===== src/rtl/fb_pkg.sv =====
// Shared constants and types for the Game Boy frame-buffer scanout arbiter.
package fb_pkg;

    localparam int unsigned GB_W     = 160;
    localparam int unsigned GB_H     = 144;
    localparam int unsigned SCALE    = 3;
    localparam int unsigned FB_DEPTH = 23040;

    typedef logic [1:0] shade_t;

    typedef enum logic [1:0] {
        IDLE,
        FETCH,
        DRAIN
    } fetch_state_t;

endpackage


===== src/rtl/scan_line_buffer.sv =====
// Ping-pong pair of 160-entry shade line buffers: fetch-side write port and
// scanout-side registered read port that outputs 0 when not enabled.
module scan_line_buffer
    import fb_pkg::*;
(
    input  logic       Clk,
    input  logic       Reset,
    input  logic       i_we,
    input  logic       i_wsel,
    input  logic [7:0] i_wcol,
    input  logic [1:0] i_wdata,
    input  logic       i_re,
    input  logic       i_rsel,
    input  logic [7:0] i_rcol,
    output logic [1:0] o_rdata
);

    shade_t r_mem [0:1][0:GB_W-1];

    always_ff @(posedge Clk) begin
        if (i_we) begin
            r_mem[i_wsel][i_wcol] <= i_wdata;
        end
    end

    always_ff @(posedge Clk or posedge Reset) begin
        if (Reset) begin
            o_rdata <= '0;
        end else if (i_re) begin
            o_rdata <= r_mem[i_rsel][i_rcol];
        end else begin
            o_rdata <= '0;
        end
    end

endmodule


===== src/rtl/frame_scanout_arbiter.sv =====
// Frame-buffer arbiter: PPU writes vs. line prefetch for 3x scaled VGA scanout.
// Optional FBARB_STARVE_GUARD_EN: force a fetch read after 8 back-to-back write grants.
module frame_scanout_arbiter
    import fb_pkg::*;
#(
    parameter int FB_AW = 15,
    parameter int X_OFF = 80,
    parameter int Y_OFF = 24
) (
    input  logic             Clk,
    input  logic             Reset,
    input  logic [9:0]       DrawX,
    input  logic [9:0]       DrawY,
    input  logic             wr_req,
    input  logic [FB_AW-1:0] wr_addr,
    input  logic [1:0]       wr_data,
    output logic             wr_ack,
    output logic [FB_AW-1:0] mem_addr,
    output logic             mem_we,
    output logic [1:0]       mem_wdata,
    input  logic [1:0]       mem_rdata,
    output logic [1:0]       pixel_shade,
    output logic             pixel_valid,
    output logic             underrun
);

    localparam logic [9:0]       X_FIRST    = 10'(X_OFF);
    localparam logic [9:0]       X_PRE      = 10'(X_OFF - 1);
    localparam logic [9:0]       X_END      = 10'(X_OFF + GB_W * SCALE);
    localparam logic [9:0]       Y_FIRST    = 10'(Y_OFF);
    localparam logic [9:0]       Y_PRE      = 10'(Y_OFF - 1);
    localparam logic [9:0]       Y_END      = 10'(Y_OFF + GB_H * SCALE);
    localparam logic [9:0]       X_LAST     = 10'd799;
    localparam logic [7:0]       COL_LAST   = 8'(GB_W - 1);
    localparam logic [7:0]       ROW_LAST   = 8'(GB_H - 1);
    localparam logic [1:0]       PH_LAST    = 2'(SCALE - 1);
    localparam logic [FB_AW-1:0] ROW_STRIDE = FB_AW'(GB_W);

    fetch_state_t     r_state, w_next_state;
    logic [1:0]       r_col_phase, r_row_phase;
    logic [7:0]       r_src_col, r_src_row;
    logic             r_rd_sel, r_valid;
    logic [7:0]       r_fcol;
    logic [FB_AW-1:0] r_fetch_base;
    logic             r_fetch_buf;
    logic             r_rd_pend, r_rd_buf;
    logic [7:0]       r_rd_col;
    logic             r_underrun;

    logic             w_in_cols, w_in_rows, w_in_win;
    logic             w_frame_evt, w_row_evt, w_evt;
    logic [FB_AW-1:0] w_evt_base, w_cur_base;
    logic             w_evt_buf, w_cur_buf;
    logic [7:0]       w_cur_col;
    logic             w_fetching, w_force_fetch, w_grant_wr, w_issue;
    logic             w_lb_we;

    assign w_in_cols = (DrawX >= X_FIRST) && (DrawX < X_END);
    assign w_in_rows = (DrawY >= Y_FIRST) && (DrawY < Y_END);
    assign w_in_win  = w_in_cols && w_in_rows;

    // Row r+1 is fetched on the first screen line of row r, into the idle buffer.
    assign w_frame_evt = (DrawX == '0) && (DrawY == '0);
    assign w_row_evt   = (DrawX == '0) && w_in_rows && (r_row_phase == '0)
                         && (r_src_row < ROW_LAST);
    assign w_evt       = w_frame_evt || w_row_evt;
    assign w_evt_base  = w_frame_evt ? '0 : r_fetch_base + ROW_STRIDE;
    assign w_evt_buf   = w_frame_evt ? 1'b0 : ~r_rd_sel;

    // A fetch event restarts at column 0 and may issue in the same cycle.
    assign w_fetching = w_evt || (r_state == FETCH);
    assign w_cur_col  = w_evt ? '0 : r_fcol;
    assign w_cur_base = w_evt ? w_evt_base : r_fetch_base;
    assign w_cur_buf  = w_evt ? w_evt_buf : r_fetch_buf;

`ifdef FBARB_STARVE_GUARD_EN
    logic [3:0] r_wr_streak;

    assign w_force_fetch = (r_wr_streak == 4'd8) && w_fetching;

    always_ff @(posedge Clk or posedge Reset) begin
        if (Reset) begin
            r_wr_streak <= '0;
        end else if (w_grant_wr && w_fetching) begin
            r_wr_streak <= r_wr_streak + 4'd1;
        end else begin
            r_wr_streak <= '0;
        end
    end
`else
    assign w_force_fetch = 1'b0;
`endif

    assign w_grant_wr = wr_req && !w_force_fetch;

    always_comb begin
        wr_ack    = 1'b0;
        mem_we    = 1'b0;
        mem_addr  = '0;
        mem_wdata = '0;
        w_issue   = 1'b0;
        if (w_grant_wr) begin
            wr_ack    = 1'b1;
            mem_we    = 1'b1;
            mem_addr  = wr_addr;
            mem_wdata = wr_data;
        end else if (w_fetching) begin
            w_issue  = 1'b1;
            mem_addr = w_cur_base + FB_AW'(w_cur_col);
        end
    end

    always_comb begin
        w_next_state = r_state;
        case (r_state)
            IDLE:    if (w_evt) w_next_state = FETCH;
            FETCH:   if (!w_evt && w_issue && (r_fcol == COL_LAST)) w_next_state = DRAIN;
            DRAIN:   w_next_state = w_evt ? FETCH : IDLE;
            default: w_next_state = IDLE;
        endcase
    end

    always_ff @(posedge Clk or posedge Reset) begin
        if (Reset) begin
            r_state      <= IDLE;
            r_fcol       <= '0;
            r_fetch_base <= '0;
            r_fetch_buf  <= 1'b0;
            r_rd_pend    <= 1'b0;
            r_rd_col     <= '0;
            r_rd_buf     <= 1'b0;
            r_underrun   <= 1'b0;
        end else begin
            r_state <= w_next_state;
            if (w_evt) begin
                r_fetch_base <= w_evt_base;
                r_fetch_buf  <= w_evt_buf;
            end
            if (w_issue) begin
                r_fcol <= w_cur_col + 8'd1;
            end else if (w_evt) begin
                r_fcol <= '0;
            end
            r_rd_pend <= w_issue;
            r_rd_col  <= w_cur_col;
            r_rd_buf  <= w_cur_buf;
            if (w_evt && (r_state != IDLE)) begin
                r_underrun <= 1'b1;
            end
        end
    end

    // Data returning in an event cycle belongs to the aborted fetch.
    assign w_lb_we = r_rd_pend && !w_evt;

    always_ff @(posedge Clk or posedge Reset) begin
        if (Reset) begin
            r_col_phase <= '0;
            r_src_col   <= '0;
            r_row_phase <= '0;
            r_src_row   <= '0;
            r_rd_sel    <= 1'b0;
            r_valid     <= 1'b0;
        end else begin
            if (DrawX == X_PRE) begin
                r_col_phase <= '0;
                r_src_col   <= '0;
            end else if (w_in_cols) begin
                if (r_col_phase == PH_LAST) begin
                    r_col_phase <= '0;
                    r_src_col   <= r_src_col + 8'd1;
                end else begin
                    r_col_phase <= r_col_phase + 2'd1;
                end
            end
            if (DrawX == X_LAST) begin
                if (DrawY == Y_PRE) begin
                    r_row_phase <= '0;
                    r_src_row   <= '0;
                end else if (w_in_rows) begin
                    if (r_row_phase == PH_LAST) begin
                        r_row_phase <= '0;
                        r_src_row   <= r_src_row + 8'd1;
                        r_rd_sel    <= ~r_rd_sel;
                    end else begin
                        r_row_phase <= r_row_phase + 2'd1;
                    end
                end
            end
            if (w_frame_evt) begin
                r_rd_sel <= 1'b0;
            end
            r_valid <= w_in_win;
        end
    end

    scan_line_buffer u_line_buf (
        .Clk     (Clk),
        .Reset   (Reset),
        .i_we    (w_lb_we),
        .i_wsel  (r_rd_buf),
        .i_wcol  (r_rd_col),
        .i_wdata (mem_rdata),
        .i_re    (w_in_win),
        .i_rsel  (r_rd_sel),
        .i_rcol  (r_src_col),
        .o_rdata (pixel_shade)
    );

    assign pixel_valid = r_valid;
    assign underrun    = r_underrun;

endmodule


===== config.mk =====
export PLATFORM = sky130hd
export DESIGN_NAME = frame_scanout_arbiter
export DESIGN_NICKNAME = d
export VERILOG_FILES = /design/src/rtl/fb_pkg.sv /design/src/rtl/scan_line_buffer.sv /design/src/rtl/frame_scanout_arbiter.sv
export SDC_FILE = /design/constraint.sdc
export NUM_CORES = 1
export LEC_CHECK = 0
export BUFFER_PORTS_ARGS = -buffer_cell sky130_fd_sc_hd__buf_2
export CAP_MARGIN = 20
export CORE_MARGIN = 3
export CORE_UTILIZATION = 48
export CTS_CLUSTER_SIZE = 10
export DETAILED_ROUTE_END_ITERATION = 10
export PLACE_DENSITY_LB_ADDON = 0.1
export SETUP_SLACK_MARGIN = 0.15
export SKIP_LAST_GASP = 1
export SLEW_MARGIN = 20
export SYNTH_ARGS = -nofsm -noshare
export SYNTH_HDL_FRONTEND = slang
export SYNTH_SLANG_ARGS = --single-unit

===== constraint.sdc =====
create_clock -name Clk -period 6.45 [get_ports Clk]
set_clock_uncertainty 0.05 [all_clocks]
set_input_delay 0.9675 -clock Clk [delete_from_list [all_inputs] [get_ports Clk]]
set_output_delay 0.9675 -clock Clk [all_outputs]
set_load 0.1 [all_outputs]

==> flow_results.org <==
** GRT
- Total Routing Usage GR :: 22.76%
- The first global-routing pass estimated approximately 110,000 um of wire.
- Via count of the first global-routing pass :: 17,547
- Pin count of the biggest net entering global routing :: 185
- GR Overflow Total :: 0
- The number of antenna violations at the first check in global routing came to 0.

** Drt
- The routed layout has roughly 17,000 vias.
- Dividing the detail-routed wire length by the instance count gives 25.89 um.
- The first TritonRoute pass finished after 6 iterations.
- Via-per-instance ratio :: 6.045
- The first routing iteration left 1,709 violations.
- Final antenna-violating net count :: 0
- The final layout contains routed wiring with a total length of 73,280 um.
- After detailed routing, the number of remaining DRC violations is 0.

** Yosys
- In the synthesized netlist, the number of instances is 1,904.
- In this run, synthesis inferred 640 flip-flops with an integrated enable.
- Synthesis inferred 700 register bits.
- During synthesis, Yosys emitted a total of 0 warnings.
- Synthesized Nets :: 1,959
- Number of distinct library cells after synthesis :: 77
- Averaged over all synthesized cells, the footprint is 15.66 um2.
- Register area share after synthesis :: 69.51%
- In the synthesized netlist the async set-or-reset flop fraction comes to 8.571%.
- The most used flip-flop cell after synthesis is edfxtp_1.
- After synthesis the cells add up to 29,810 um2.

** STA
- Hold violation count in the final report :: 0
- Dividing the final minimum period by the clock period gives 93.52%.
- Number of endpoints failing setup at the final stage :: 0
- For the pin with the worst max-slew slack, the measured transition is between 1 and 1.5 ns.
- Timing would allow up to 165.8 MHz.
- The worst pin sits at a relative slew slack of between 30% and 40%.
- Unrepaired setup endpoints after global routing :: false
- Total Negative Setup Slacks :: 0 ns
- The number of pins with negative max-slew slack in the final report was 0.
- Setup WS post-layout :: approximately 0.42 ns
- For the finished layout, the period the worst path requires is ~6 ns.

** Placed design
- Cell count after placement :: 2,712
- Input and output buffers added on the ports amount to 64.
- The congestion estimate from routability-driven global placement came to about 0.85.
- Post-placement setup slack :: roughly 0.45 ns
- Detailed-placement wirelength estimate :: 43,590 um

** Floorplanning
- Y dimension of the die :: approximately 260 um
- Measured along the x axis, the die boundary spans 255.2 um.
- The floorplan step defined a core boundary enclosing slightly above 60,000 um2.
- Row generation in the floorplan step produced 90 rows.
- The initial utilization of the core area, before any placement, comes to around 49%.
- The die covers around 65,000 um2.
- 65 I/O pins were placed.

** Final layout
- Non-filler instance count after layout :: ~2,800
- The post-route netlist has 18.48% of its cells at a drive strength greater than 1.
- In the final design database the tool counted 2,023 nets.
- 0 antenna diodes ended up in the layout.
- The multi-input combinational cells in the finished layout cover a total of 8426 um2.
- Area added between synthesis and finish :: 11.95%
- Area taken by flip-flops and latches :: 20,730 um2
- After filler insertion, the fill cell instance count of the layout stands at around 4,900.

** Clocking
- CTS H-Tree Depth :: 3
- CTS Root Cell :: clkbuf_16
- Clock transition at the register clock pins on the worst setup and hold paths after CTS :: 0.05 ns
- Hold repair after CTS inserted 0 buffers.
- Clock sinks :: 700
- Number of CTS-inserted buffers :: 81
- Buffers from clock root to sink, at most :: 3
- TritonCTS clock tree :: built
- The later pin in the worst-skew pair is clocked with a latency of around 0.61 ns.

** Power and ir drop
- Worst VDD drop :: 244.1 uV
- The design draws ~0.011 W.
- In this run the power density over the cells is 325.5 nW/um2.
- Summed over all cells, the static leakage comes to 10.48 nW.

** Worst hold path
- Type of the most critical hold path :: register to register

** Critical path
- For the worst setup path, the data required time is between 5 and 6 ns.
- Startpoint type of the worst setup path :: primary input
- Category of the most critical setup path :: primary input to output pin
- Along the worst path, the maximum fanout reaches 14.
- Critical path data arrival time :: 5.01 ns
- Type of destination of the critical path :: output pin

** Status
- The run finished with clean final reports.

** Flow run
- Across the run, the number of max-cap violations was 0.
[worst max-delay path, cell delays in order]
cell,delay (ns)
buf_2,0.11
or4_4,0.54
or4_1,0.62
or2_4,0.39
and3_1,0.28
ha_1,0.36
a21oi_1,0.08
nand2b_1,0.18
or2_2,0.28
o31ai_1,0.52
a31oi_1,0.16
a221o_1,0.33
buf_12,0.18
[cells in the mapped netlist, types with 7 or more instances]
master / count / area [um2]
a21oi_1: 29 / 145.1
a221oi_1: 14 / 122.6
a22oi_1: 24 / 180.2
and2_1: 16 / 100.1
and3_1: 12 / 75.07
buf_1: 11 / 41.29
buf_2: 45 / 225.2
buf_4: 19 / 142.6
clkbuf_1: 51 / 191.4
dfrtp_1: 60 / 1501
edfxtp_1: 640 / 19220
ha_1: 12 / 150.1
inv_1: 18 / 67.56
mux2i_1: 59 / 590.6
mux4_2: 144 / 3243
nand2_1: 84 / 315.3
nand2b_1: 11 / 68.82
nand3_1: 29 / 145.1
nand4_1: 17 / 106.4
nor2_1: 371 / 1393
nor2b_1: 19 / 118.9
nor3_1: 17 / 85.08
nor4_1: 13 / 81.33
o21ai_0: 32 / 160.2
o22ai_1: 8 / 50.05
or3_1: 7 / 43.79
xnor2_1: 11 / 96.34
xor2_1: 16 / 140.1
[power breakdown]
| group | leakage, nW | switching, W | internal, W |
|---|---|---|---|
| Clock | 1.07 | 0.00168 | 0.00232 |
| Combinational | 2.86 | 0.00109 | 0.000647 |
| Sequential | 6.54 | 0.000135 | 0.00499 |
| Total | 10.5 | 0.00291 | 0.00795 |
[final timing paths]
path                                     startpoint                                 to  slack, ns  cells after the start
min                          r_state[1]$_DFFE_PP0P_             r_state[0]$_DFFE_PP0P_       0.41                      1
max reg2reg                r_src_row[0]$_DFFE_PP0P_  u_line_buf.r_mem[1][27]$_DFFE_PP_       2.29                     10
max in group asynchronous                     Reset               r_rd_sel$_DFFE_PP0P_       5.22                      3
min reg2reg                  r_state[1]$_DFFE_PP0P_             r_state[0]$_DFFE_PP0P_       0.41                      1
min in group asynchronous                     Reset           r_src_row[3]$_DFFE_PP0P_       0.52                      3
max                                        DrawY[5]                       mem_addr[11]       0.42                     13
[state kept, by name, indices dropped and copies added (netlist names)]
signal,cells
r_src_row,8
r_rd_pend,1
r_fcol,8
r_rd_buf,1
u_line_buf.o_rdata,2
r_col_phase,2
r_fetch_base,15
u_line_buf.r_mem,640
r_src_col,8
underrun,1
pixel_valid,1
r_state,2
r_rd_sel,1
r_row_phase,2
r_rd_col,8
[cells by family (layout without fill, tap and decap cells)]
family	count (synthesis)	in the layout	synth area share (%)
xor gates and xnor gates	27	27	0.7933
buffers and inverters	148	246	2.367
and+or+nand+nor	628	628	9.402
DFF	700	700	69.51
muxes	207	207	13.01
AOI/OAI and AO/OA	181	181	4.348
adders and majority gates	13	13	0.5708
[layout make-up]
type | count | area share [%]
Clock inverter | 7 | 0.1237
Clock buffer | 110 | 6.527
Multi-Input combinational cell | 1056 | 25.25
Sequential cell | 700 | 62.11
Tap cell | 828 | 3.104
Inverter | 19 | 0.2137
Timing Repair Buffer | 110 | 2.669
[through the flow]
stage | utilization [%] | area, um2 | hold slack, ns
5_1_grt | 54.78 | 33370 | 0.4400
4_1_cts | 54.73 | 33340 | 0.4096
6_report | 54.78 | 33370 | 0.4083
3_3_place_gp | 51.09 | 31120 | 0.3973
2_1_floorplan | - | 29840 | 0.3820
3_5_place_dp | 51.09 | 31120 | 0.4046
[cell usage in the layout (no fill, tap or decap), types with 7 or more instances in the layout]
cell	synthesis	routed
edfxtp_1	640	640
nor2_1	371	371
mux4_2	144	144
nand2_1	84	84
clkbuf_16	0	83
mux2i_1	59	59
dfrtp_1	60	57
buf_2	45	52
buf_4	19	42
nand3_1	29	27
o21ai_0	32	27
a21oi_1	29	27
clkbuf_1	51	27
a22oi_1	24	24
nor2b_1	19	19
nor3_1	17	17
nand4_1	17	17
inv_1	18	17
and2_1	16	16
xor2_1	16	16
a221oi_1	14	14
nor4_1	13	13
buf_12	0	13
and3_1	12	12
nand2b_1	11	11
xnor2_1	11	11
ha_1	12	11
o22ai_1	8	8
or3_1	7	7
[metal layers]
metal	share of wire (%)	global-route usage (%)	vias up	wire length (um)
met5	0	0	-	0
met4	2.6	6.288	0	1890
met3	7.3	4.613	110	5348
met2	48	36.44	649	34960
met1	42	32.21	8878	31080
li1	-	-	7470	-
[what timing repair did]
action	in CTS	in global routing
setup endpoints to repair	0	5
setup buffers	0	0
gates resized for setup	0	1
Power figures use the tool's default switching activity.
